===== src/rtl/ov7670_dvp_source.sv =====
// OV7670-style DVP test-pattern source: vsync/href/8-bit RGB444 bytes, one byte per clk.
// Optional build macro DVP_SOURCE_FRAME_STAMP_EN puts frame_count into pixel (0,0) of each frame.
module ov7670_dvp_source #(
  parameter int H_ACTIVE    = 320,
  parameter int V_ACTIVE    = 240,
  parameter int H_BLANK     = 144,
  parameter int VSYNC_LINES = 3,
  parameter int VBP_LINES   = 17,
  parameter int VFP_LINES   = 10
) (
  input  logic        clk,
  input  logic        rst_n,
  input  logic        enable,
  input  logic [1:0]  pattern_sel,
  input  logic [11:0] solid_rgb,
  output logic        vsync,
  output logic        href,
  output logic [7:0]  d,
  output logic        frame_done,
  output logic [7:0]  frame_count
);

  localparam int LP     = 2 * H_ACTIVE + H_BLANK;
  localparam int HC_W   = $clog2(LP);
  localparam int ML_A   = (VSYNC_LINES > VBP_LINES) ? VSYNC_LINES : VBP_LINES;
  localparam int ML_B   = (V_ACTIVE > VFP_LINES) ? V_ACTIVE : VFP_LINES;
  localparam int MAX_L  = (ML_A > ML_B) ? ML_A : ML_B;
  localparam int VC_RAW = $clog2(MAX_L + 1);
  localparam int VC_W   = (VC_RAW > 5) ? VC_RAW : 5;
  localparam int XW     = (HC_W - 1 > 8) ? HC_W - 1 : 8;
  localparam int BAR_W  = H_ACTIVE / 8;

  localparam logic [HC_W-1:0] HC_LAST  = HC_W'(LP - 1);
  localparam logic [HC_W-1:0] HREF_END = HC_W'(2 * H_ACTIVE);
  localparam logic [VC_W-1:0] VFP_LAST = VC_W'(VFP_LINES - 1);

  typedef enum logic [2:0] {
    S_IDLE   = 3'd0,
    S_VSYNC  = 3'd1,
    S_VBP    = 3'd2,
    S_ACTIVE = 3'd3,
    S_VFP    = 3'd4
  } state_t;

  state_t          state, state_n;
  logic [HC_W-1:0] hc, hc_n;
  logic [VC_W-1:0] vc, vc_n;
  logic [VC_W-1:0] region_last;
  logic [1:0]      pat_q;
  logic [11:0]     solid_q;

  logic            href_n;
  logic            done_n;
  logic [XW-1:0]   px_x;
  logic [4:0]      px_y;
  logic [2:0]      bar;
  logic [11:0]     rgb;
  logic [7:0]      byte_n;

  // Counters advance one byte per clk; region changes happen on the last byte of its last line.
  always_comb begin
    state_n     = state;
    hc_n        = hc;
    vc_n        = vc;
    region_last = '0;
    case (state)
      S_VSYNC:  region_last = VC_W'(VSYNC_LINES - 1);
      S_VBP:    region_last = VC_W'(VBP_LINES - 1);
      S_ACTIVE: region_last = VC_W'(V_ACTIVE - 1);
      S_VFP:    region_last = VFP_LAST;
      default:  region_last = '0;
    endcase
    if (state == S_IDLE) begin
      hc_n = '0;
      vc_n = '0;
      if (enable) state_n = S_VSYNC;
    end else if (hc == HC_LAST) begin
      hc_n = '0;
      if (vc == region_last) begin
        vc_n = '0;
        case (state)
          S_VSYNC:  state_n = S_VBP;
          S_VBP:    state_n = S_ACTIVE;
          S_ACTIVE: state_n = S_VFP;
          S_VFP:    state_n = enable ? S_VSYNC : S_IDLE;
          default:  state_n = S_IDLE;
        endcase
      end else begin
        vc_n = vc + 1'b1;
      end
    end else begin
      hc_n = hc + 1'b1;
    end
  end

  // Outputs are derived from the next-cycle position so they register in step with the FSM.
  always_comb begin
    href_n = (state_n == S_ACTIVE) && (hc_n < HREF_END);
    done_n = (state_n == S_VFP) && (vc_n == VFP_LAST) && (hc_n == HC_LAST);
    px_x   = XW'(hc_n >> 1);
    px_y   = vc_n[4:0];
    bar    = 3'(px_x / XW'(BAR_W));
    rgb    = 12'h000;
    case (pat_q)
      2'd0:    rgb = {bar[0] ? 4'hF : 4'h0, bar[1] ? 4'hF : 4'h0, bar[2] ? 4'hF : 4'h0};
      2'd1:    rgb = {px_x[3:0], px_y[3:0], px_x[7:4]};
      2'd2:    rgb = (px_x[4] ^ px_y[4]) ? 12'hFFF : 12'h000;
      default: rgb = solid_q;
    endcase
`ifdef DVP_SOURCE_FRAME_STAMP_EN
    if (px_x == '0 && px_y == '0 && vc_n == '0) rgb = {4'h0, frame_count};
`endif
    byte_n = hc_n[0] ? rgb[7:0] : {4'h0, rgb[11:8]};
  end

  always_ff @(posedge clk or negedge rst_n) begin
    if (!rst_n) begin
      state       <= S_IDLE;
      hc          <= '0;
      vc          <= '0;
      pat_q       <= 2'd0;
      solid_q     <= 12'h000;
      vsync       <= 1'b0;
      href        <= 1'b0;
      d           <= 8'h00;
      frame_done  <= 1'b0;
      frame_count <= 8'h00;
    end else begin
      state <= state_n;
      hc    <= hc_n;
      vc    <= vc_n;
      // Pattern settings are frozen for the whole frame once vsync ends.
      if (state == S_VSYNC && state_n == S_VBP) begin
        pat_q   <= pattern_sel;
        solid_q <= solid_rgb;
      end
      vsync      <= (state_n == S_VSYNC);
      href       <= href_n;
      d          <= href_n ? byte_n : 8'h00;
      frame_done <= done_n;
      if (done_n) frame_count <= frame_count + 8'd1;
    end
  end

endmodule


===== config.mk =====
export PLATFORM = sky130hd
export DESIGN_NAME = ov7670_dvp_source
export DESIGN_NICKNAME = d
export VERILOG_FILES = /design/src/rtl/ov7670_dvp_source.sv
export SDC_FILE = /design/constraint.sdc
export NUM_CORES = 1
export LEC_CHECK = 0
export BUFFER_PORTS_ARGS = -buffer_cell sky130_fd_sc_hd__buf_2
export CORE_ASPECT_RATIO = 1.1
export CORE_MARGIN = 1
export CORE_UTILIZATION = 57
export DETAILED_ROUTE_END_ITERATION = 12
export HOLD_SLACK_MARGIN = 0.02
export PLACE_DENSITY = 0.9
export SLEW_MARGIN = 20
export SYNTH_ARGS = -nofsm -noshare
export SYNTH_HDL_FRONTEND = slang
export SYNTH_SLANG_ARGS = --single-unit

===== constraint.sdc =====
create_clock -name clk -period 4.2 [get_ports clk]
set_input_delay 0.63 -clock clk [delete_from_list [all_inputs] [get_ports clk]]
set_output_delay 0.63 -clock clk [all_outputs]
set_load 0.005 [all_outputs]

==> After elaboration in Yosys (flattened, before gate mapping) <==
Cells that the tools add are included.
{ "classes": {"mux": 19, "n_eq_ne": 14, "reduce_logical": 6, "bitwise": 1, "magnitude_cmp": 1, "div": 1, "n_addsub": 3} }
{ "ops": {"columns": ["operator", "n"], "rows": [
  ["8-bit 2-to-1 mux", 5],
  ["12-bit case mux with 3 select lines", 1],
  ["8-bit case mux with 4 select lines", 1],
  ["10-bit equality test, second input constant", 2],
  ["10-bit 2-to-1 mux", 2],
  ["8-bit by 1-bit adder with 8-bit output, second input constant", 2],
  ["3-bit by 2-bit equality test with 1-bit output, second input constant", 4],
  ["12-bit 2-to-1 mux", 1],
  ["3-bit 2-to-1 mux", 4],
  ["4-bit 2-to-1 mux", 3],
  ["3-bit case mux with 4 select lines", 1],
  ["10-bit by 1-bit adder with 10-bit output, second input constant", 1],
  ["10-bit < comparator, second input constant", 1],
  ["9-bit by 6-bit divider with 9-bit output, second input constant", 1],
  ["8-bit by 4-bit equality test with 1-bit output, second input constant", 1],
  ["8-bit equality test", 1],
  ["3-bit by 1-bit equality test with 1-bit output, second input constant", 2],
  ["3-bit equality test, second input constant", 2],
  ["1-bit logical AND", 4],
  ["3-bit logical NOT", 1],
  ["2-bit by 1-bit equality test with 1-bit output, second input constant", 1],
  ["2-bit equality test, second input constant", 1],
  ["2-bit logical NOT", 1],
  ["1-bit 2-to-1 mux", 1],
  ["1-bit bitwise XOR", 1]
]} }
{ "word_totals": {"inputBits": 17, "register_bits": 54, "output_inout_bits": 19} }

==> Logic depth before layout (Yosys ltp) <==
Gate-level depths: netlist of run 1.
{ "logic_depth": {"word_depth": 11, "ltp_mapped": 11} }

==> Worst setup path after synthesis of run 1 <==
Ideal clock, no wire load.
{ "synth_path": {"kind": "flip-flop to flip-flop", "startpoint": "reg hc[7]", "endpoint": "reg frame_count[1]", "path_stages_with_launch": 10, "period_less_slack_ns": 3.230, "setup_ns": 0.125, "arrival_time_ns": 3.105, "path_slack_ns": 0.970, "path_cell_list": "dfrtp_1 buf_6 or4_4 or3_1 clkbuf_1 or3_1 or3_1 o31a_2 or4_4 mux2_4"} }
{ "synth_via": {"elab_chain_cells": 6, "word_cells_on_any_way": 13, "classes_between": "add/sub: 1; eq/ne: 4; mux: 6; reduce/logical: 2"} }
{ "synth_rtl": {"columns": ["item", "line", "source"], "rows": [
  ["start: declaration", "46", "logic [HC_W-1:0] hc, hc_n;"],
  ["start signal: assignment", "130", "hc <= hc_n;"],
  ["branches (longest 5 deep; another with 10-bit by 1-bit adder with 10-bit output)", null, null],
  ["1-bit logical AND *", "99", "done_n = (state_n == S_VFP) && (vc_n == VFP_LAST) && (hc_n == HC_LAST);"],
  ["end signal: assignment", "141", "if (done_n) frame_count <= frame_count + 8'd1;"],
  ["end: declaration", "20", "output logic [7:0] frame_count"]
]} }
Every way passes the cells marked *.
A chain may end at the register's enable or synchronous reset.

==> Final worst setup path of run 1 <==
{ "layout_path": {"startpoint": "reg hc[7]", "endpoint": "reg frame_count[5]"} }
Same word-level chain as after synthesis.

==> results of run 1 <==
-- synth_stat cells, drive strengths merged (2+ instances only) --
cell,number
nand4,8
mux2,17
nand4bb,2
o21a,3
xnor2,11
o21ai,11
nand3b,4
nor2,31
a31oi,7
o2bb2ai,2
buf,4
nor3b,5
dfrtp,54
and4,2
a2111o,2
nand3,11
a2111oi,2
nor4b,5
o31a,2
o211ai,7
xor2,9
o211a,2
mux2i,4
or3,3
a311oi,2
a21o,3
nand2,31
o22ai,3
a21oi,21
nor3,15
clkbuf,15
ha,3
inv,11
o31ai,3
nor4,8
o221ai,2
o32ai,3
and3,5
or4,7
-- state kept, by name (all words and copies together), names as in the netlist --
| signal | cells |
|---|---|
| solid_q | 12 |
| href | 1 |
| frame_done | 1 |
| frame_count | 8 |
| state | 3 |
| hc | 10 |
| vc | 8 |
| vsync | 1 |
| d | 8 |
| pat_q | 2 |
-- power groups by stage --
stage | logic (mW) | clock network [mW] | registers, mW
4_1_cts | 0.340 | 0.356 | 0.619
2_1_floorplan | 0.267 | 0 | 0.603
3_5_place_dp | 0.336 | 0 | 0.629
3_3_place_gp | 0.329 | 0 | 0.625
6_report | 0.347 | 0.357 | 0.623
5_1_grt | 0.376 | 0.375 | 0.630
-- routing by layer --
layer  part of all wire  routed length, um  vias to the layer above
met1               0.41               3340                     1402
met3              0.064                521                       21
met4              0.028                223                        0
met2               0.50               4020                      155
li1                   -                  -                     1369
met5                  0                  0                        -
-- kinds of logic after synthesis --
logic type | Yosys count | synth area share
AO/OA/AOI/OAI | 82 | 0.174
buffers and inverters | 30 | 0.0376
XOR/XNOR | 20 | 0.0538
flip-flops | 54 | 0.415
AND/OR/NAND/NOR | 141 | 0.233
adder cells (fa/ha/maj) | 4 | 0.0146
multiplexers | 21 | 0.0722
-- worst max path at each step --
stage                     end  slack, ns  depth (start not counted)
3_3_place_gp   frame_count[1]       0.79                          7
4_1_cts        frame_count[5]       0.56                          8
3_5_place_dp   frame_count[5]       0.61                          8
5_1_grt        frame_count[3]       0.26                          8
2_1_floorplan  frame_count[1]       0.97                          9
6_report       frame_count[5]       0.51                          8
-- cell type report --
cell class / instances / area, um2
inverters: 11 / 41.3
repair buffers: 38 / 198
fillers: 418 / 1850
clock buffers: 5 / 68.8
clock inverters: 3 / 45.0
multi-input cells: 268 / 1780
flip-flops and latches: 54 / 1350
well taps: 75 / 93.8
-- through the flow --
stage	setup slack (ns)	cell area [um2]	std cells
3_3_place_gp	0.790	3470	446
6_report	0.507	3580	454
2_1_floorplan	0.970	3260	352
4_1_cts	0.558	3580	454
5_1_grt	0.260	3580	454
3_5_place_dp	0.607	3470	446
-- worst register-to-register path: stages (launching register included) --
cell and delay, ns:
dfrtp_1 0.48, or4_4 0.59, or3_1 0.44, nor4_1 0.38
xor2_1 0.17, a2111oi_0 0.57, nand4bb_1 0.33, nor4_1 0.46
xor2_1 0.19
==> summary.txt, run 1 <==
Global route
  • Routing usage on met3: 0.0447
  • Gr busiest metal: met2
  • Met2 GRT Util: 0.485
  • GR met1 Demand/Resource: 0.383
  • Largest net degree at the start of global routing: 55
  • Grt total ovfl: 0
  • Global Route Usage Sum: 0.293
  • First-pass GRT wire length: 13400 um
  • Vias in the first global route: 2844
  • Initial antenna violation count: 0

Routing
  • Residual DRC: 0
  • Via density: 6.49
  • Initial drt markers: 214
  • Detailed Route WL: 8110 um
  • Per-cell routed wire length: 17.9 um
  • ANT nets after route: 0
  • DR pass1 iterations: 5
  • Via count: 2947

CTS
  • CTS tree: yes
  • Clock Tree Root: clkbuf_8
  • CTS buffer count: 5
  • Clock transition at path regs: 0.10 ns
  • Post-CTS Setup Inserts: 0
  • CTS Hold Bufs: 0
  • Resize count post-CTS: 0
  • Clock buffer depth: 2
  • Worst skew pair latency: 0.31 ns
  • Clock Sinks: 54
  • H-Tree Depth: 2

Floorplanning
  • FP Rows: 28
  • Initial core utilization: 0.600
  • IO Pins: 36
  • Chip Height: 81.3 um
  • Core Region: 5430 um2
  • Die X: 74.1 um
  • Total die area: 6020 um2

Finish
  • Utilization after layout: 0.660
  • Diode count: 0
  • Most frequent cells in the layout: dfrtp_1 (54), buf_2 (35), nor2_1 (31), nand2_1 (31), a21oi_1 (21)
  • Area Overhead vs Synth: 9.95%
  • Final #Nets: 398
  • Commonest non-fill, non-tap cell in the layout: dfrtp_1
  • Fraction of layout cells with a size suffix above 1: 0.182

Synthesis
  • Mapped Area: 3260 um2
  • Synth top area cells: dfrtp_1 (41%), mux2_2 (5.5%), nand2_1 (3.6%)
  • Net Count, Synth: 372
  • Distinct cell type count of the synthesized netlist: 58
  • Share of the synthesized area in the top cell type: 0.415
  • Post-Synthesis Cells: 352
  • Async SR Flop Fraction: 1.00
  • #FFs+latches synth: 54
  • Register area share after synthesis: 0.415
  • Number of flops mapped to enable cells by yosys: 0
  • Syn avg cell area: 9.26 um2
  • Area leader, netlist: dfrtp_1
  • Ys Warns: 0
  • Post-synth top flop: dfrtp_1

Worst setup path
  • Crit-path max cell delay: 0.59 ns
  • CP arrival: 3.93 ns
  • CP endpoint kind: flop
  • Critical Path RT: 4.44 ns
  • R2R setup slack: 0.51 ns
  • CP startpoint: hc[7]
  • CP Max Fanout: 7
  • Nature of the critical path startpoint: flop
  • Buf+Inv Stages, Crit Path: 0
  • CP max stage cell: or4_4
  • Cell family with most CP delay: simple AND/OR/NAND/NOR gates
  • R2r worst-path depth: 8
  • Setup CP Type: reg -> reg
  • CP Cell Sequence: or4_4, or3_1, nor4_1, xor2_1, a2111oi_0, nand4bb_1, nor4_1, xor2_1
  • Reg2Reg Launch Point: hc[7]
  • R2r endpoint: frame_count[5]

Hold path
  • Hold/Removal Path Class: in -> async

Place
  • IO Port Bufs: 35
  • DP HPWL: 5800 um
  • GP Congestion: 0.920

Power
  • Clock power share: 0.269
  • Maximum vdd drop: 267 uV
  • Power share of the combinational group: 0.261
  • Switching part of the total: 0.344
  • Reg power frac: 0.469
  • Sw power: 0.456 mW
  • Pwr/cell area: 370 nW/um2
  • Int Pwr: 0.871 mW
  • Leak Pwr: 1.60 nW
  • PnR Total Power: 1.33 mW

STA
  • Setup TNS: 0 ns
  • RSZ-0062 raised after global routing: false
  • Final hold viol count: 0
  • Final period demand of the worst path: 3.69 ns
  • Clock Skew: 0.00597 ns
  • Setup Viol. Count Final: 0
  • Worst hold slack: 0.419 ns
  • Tcrit/Tclk final: 0.879
  • Fin. max-slew vios: 0
  • Worst slew margin: 0.333
  • Fmax achieved: 271 MHz
  • Tightest Pin Transition: 0.975 ns

Run status
  • Status: finished, final reports clean

Flow run
  • Max cap viols: 0
Power figures use the tool's default switching activity.
==> run 2, diff against run 1 <==
- ABC_AREA: unset -> 1
==> run 2 against run 1 <==
  * Die area is 2.5% lower
  * Non-clock buffer count is 2 lower
  * Synthesized area fell by 2.6%
  * Final cell count up 13%
  * First-iteration DRC count is 13% higher
  * Clock-buffer cell count grew 2
  * Synthesized cell count grew 13%
  * Fmax grew 29%
  * Sequential power is 9.8% lower
  * Sequential cell count stayed put
  * Register-to-register slack better by 0.83 ns
  * Critical path type unchanged
  * Highest routed layer unchanged
==> summary.txt, run 2 <==
Worst setup path
  • Most used cell, CP: nand2_1
  • CP Cell Sequence: ha_1, nand2_2, nor2_4, inv_2, nor2_4, nand3_2, nor2_1, nand2_1, nor2_2, xor2_2, nor2_1, nor4_2, nand2_2, nor2_8, nand2_4, nand2_1, nand2_1
  • Crit-path max cell delay: 0.41 ns
  • CP max stage cell: dfrtp_1
  • Setup CP Type: reg -> reg
  • Critical Path RT: 4.39 ns
  • CP Max Fanout: 8
  • Cell family with most CP delay: simple AND/OR/NAND/NOR gates
  • Nature of the critical path startpoint: flop
  • Buf+Inv Stages, Crit Path: 1
  • CP endpoint kind: flop
  • CP arrival: 3.05 ns

Finish
  • Commonest non-fill, non-tap cell in the layout: nand2_1
  • Diode count: 0
  • Max reg flops: 12
  • FF+latch area: 1350 um2
  • Area Overhead vs Synth: 10.8%
  • Most frequent cells in the layout: nand2_1 (107), dfrtp_1 (54), inv_1 (42)
  • Biggest register: solid_q
  • Finished Cell Area: 3520 um2
  • Final #Nets: 458
  • Top flop regs: solid_q (12), hc (10)
  • Fillers: 421
  • Fraction of layout cells with a size suffix above 1: 0.219
  • Area of the multi-input gates: 1630 um2

STA
  • Tightest Pin Transition: 0.677 ns
  • Fmax achieved: 349 MHz
  • Worst hold slack: 0.442 ns
  • Worst slew margin: 0.548
  • Setup TNS: 0 ns
  • RSZ-0062 raised after global routing: false
  • Tcrit/Tclk final: 0.682
  • Clock Skew: 0.00521 ns
  • Fin. max-slew vios: 0
  • Final period demand of the worst path: 2.86 ns
  • Final hold viol count: 0
  • Setup Viol. Count Final: 0

Floorplanning
  • Die X: 73.2 um
  • Total die area: 5870 um2
  • Initial core utilization: 0.592
  • IO Pins: 36
  • Chip Height: 80.3 um
  • Core Region: 5360 um2
  • FP Rows: 28

Synthesis
  • Synth top area cells: dfrtp_1 (43%), nand2_1 (13%), nand3_1 (5.2%)
  • Ys Warns: 0
  • #FFs+latches synth: 54
  • Most common cell in the netlist: nand2_1
  • Net Count, Synth: 418
  • Distinct cell type count of the synthesized netlist: 38
  • Post-synth top flop: dfrtp_1
  • Number of flops mapped to enable cells by yosys: 0
  • Register area share after synthesis: 0.426
  • Synth cell count leaders: nand2_1 (107), dfrtp_1 (54), inv_1 (42)
  • Share of the synthesized area in the top cell type: 0.426
  • Post-Synthesis Cells: 398
  • Async SR Flop Fraction: 1.00
  • Mapped Area: 3170 um2
  • Area leader, netlist: dfrtp_1
  • Syn avg cell area: 7.98 um2

Power
  • Power share of the combinational group: 0.192
  • Sw power: 0.314 mW
  • Int Pwr: 0.717 mW
  • Switching part of the total: 0.304
  • Pwr/cell area: 293 nW/um2
  • Leak Pwr: 1.87 nW
  • Maximum vdd drop: 254 uV
  • Clock power share: 0.263
  • Reg power frac: 0.545

Global route
  • Global Route Usage Sum: 0.264
  • Largest net degree at the start of global routing: 55
  • Vias in the first global route: 2695
  • First-pass GRT wire length: 11900 um
  • Initial antenna violation count: 0
  • Grt total ovfl: 0

Routing
  • Via density: 5.39
  • Via count: 2767
  • Detailed Route WL: 7020 um
  • Per-cell routed wire length: 13.7 um
  • ANT nets after route: 0
  • Residual DRC: 0
  • Initial drt markers: 242
  • DR pass1 iterations: 4

CTS
  • Clock Tree Root: clkbuf_8
  • Clock buffer depth: 2
  • Resize count post-CTS: 0
  • CTS Hold Bufs: 0
  • Worst skew pair latency: 0.30 ns
  • Clock Sinks: 54
  • Post-CTS Setup Inserts: 0
  • H-Tree Depth: 2
  • Clock transition at path regs: 0.09 ns
  • CTS tree: yes
  • CTS buffer count: 5

Place
  • GP Congestion: 0.965
  • Placed cell areas: 3440 um2
  • IO Port Bufs: 35
  • DP HPWL: 5380 um

Flow run
  • Max cap viols: 0

Hold path
  • Hold/Removal Path Class: in -> async

Run status
  • Status: finished, final reports clean
## run 2: final cells by class
type | instances | share of cell area
repair buffers | 36 | 0.0520
well taps | 75 | 0.0267
multi-input cells | 292 | 0.462
inverters | 49 | 0.0530
flip-flops and latches | 54 | 0.384
clock buffers | 7 | 0.0217
## run 2: kinds of logic after synthesis
logic type,after synthesis,share of synthesized area
buffers and inverters,52,0.0623
AOI/OAI and AO/OA,34,0.0611
xor gates and xnor gates,12,0.0355
DFF,54,0.426
adders and majority gates,3,0.0118
muxes,14,0.0497
and+or+nand+nor,229,0.354
## run 2: final timing paths
kind / start / end / slack (ns) / cells after the start
setup / recovery: hc[0] / frame_count[3] / 1.34 / 17
hold / removal: rst_n / state[1] / 0.44 / 2
setup reg to reg: hc[0] / frame_count[3] / 1.34 / 17
hold reg to reg: solid_q[9] / solid_q[9] / 0.51 / 1
max in group asynchronous: rst_n / solid_q[8] / 3.31 / 2
min in group clk: solid_q[9] / solid_q[9] / 0.51 / 1
## run 2: power groups by stage
stage	logic [mW]	clock network, mW	registers, mW
6_report	0.198	0.271	0.562
5_1_grt	0.221	0.293	0.566
4_1_cts	0.199	0.276	0.562
3_5_place_dp	0.197	0	0.573
3_3_place_gp	0.191	0	0.571
2_1_floorplan	0.138	0	0.569
## run 2: through the flow
| stage | setup WS (ns) | utilization | power (mW) | std cells |
|---|---|---|---|---|
| 6_report | 1.34 | 0.656 | 1.03 | 513 |
| 4_1_cts | 1.37 | 0.656 | 1.04 | 513 |
| 2_1_floorplan | 1.77 | - | 0.707 | 398 |
| 3_5_place_dp | 1.42 | 0.642 | 0.769 | 506 |
| 5_1_grt | 1.05 | 0.656 | 1.08 | 513 |
| 3_3_place_gp | 1.52 | 0.642 | 0.762 | 506 |
## run 2: metal layers
metal | GRT usage | part of all wire | wire length (um) | vias to the layer above
met4 | 0.0980 | 0.019 | 131 | 0
met5 | 0 | 0 | 0 | -
met3 | 0.0414 | 0.050 | 349 | 13
met2 | 0.463 | 0.52 | 3660 | 104
met1 | 0.324 | 0.41 | 2870 | 1277
li1 | - | - | - | 1373
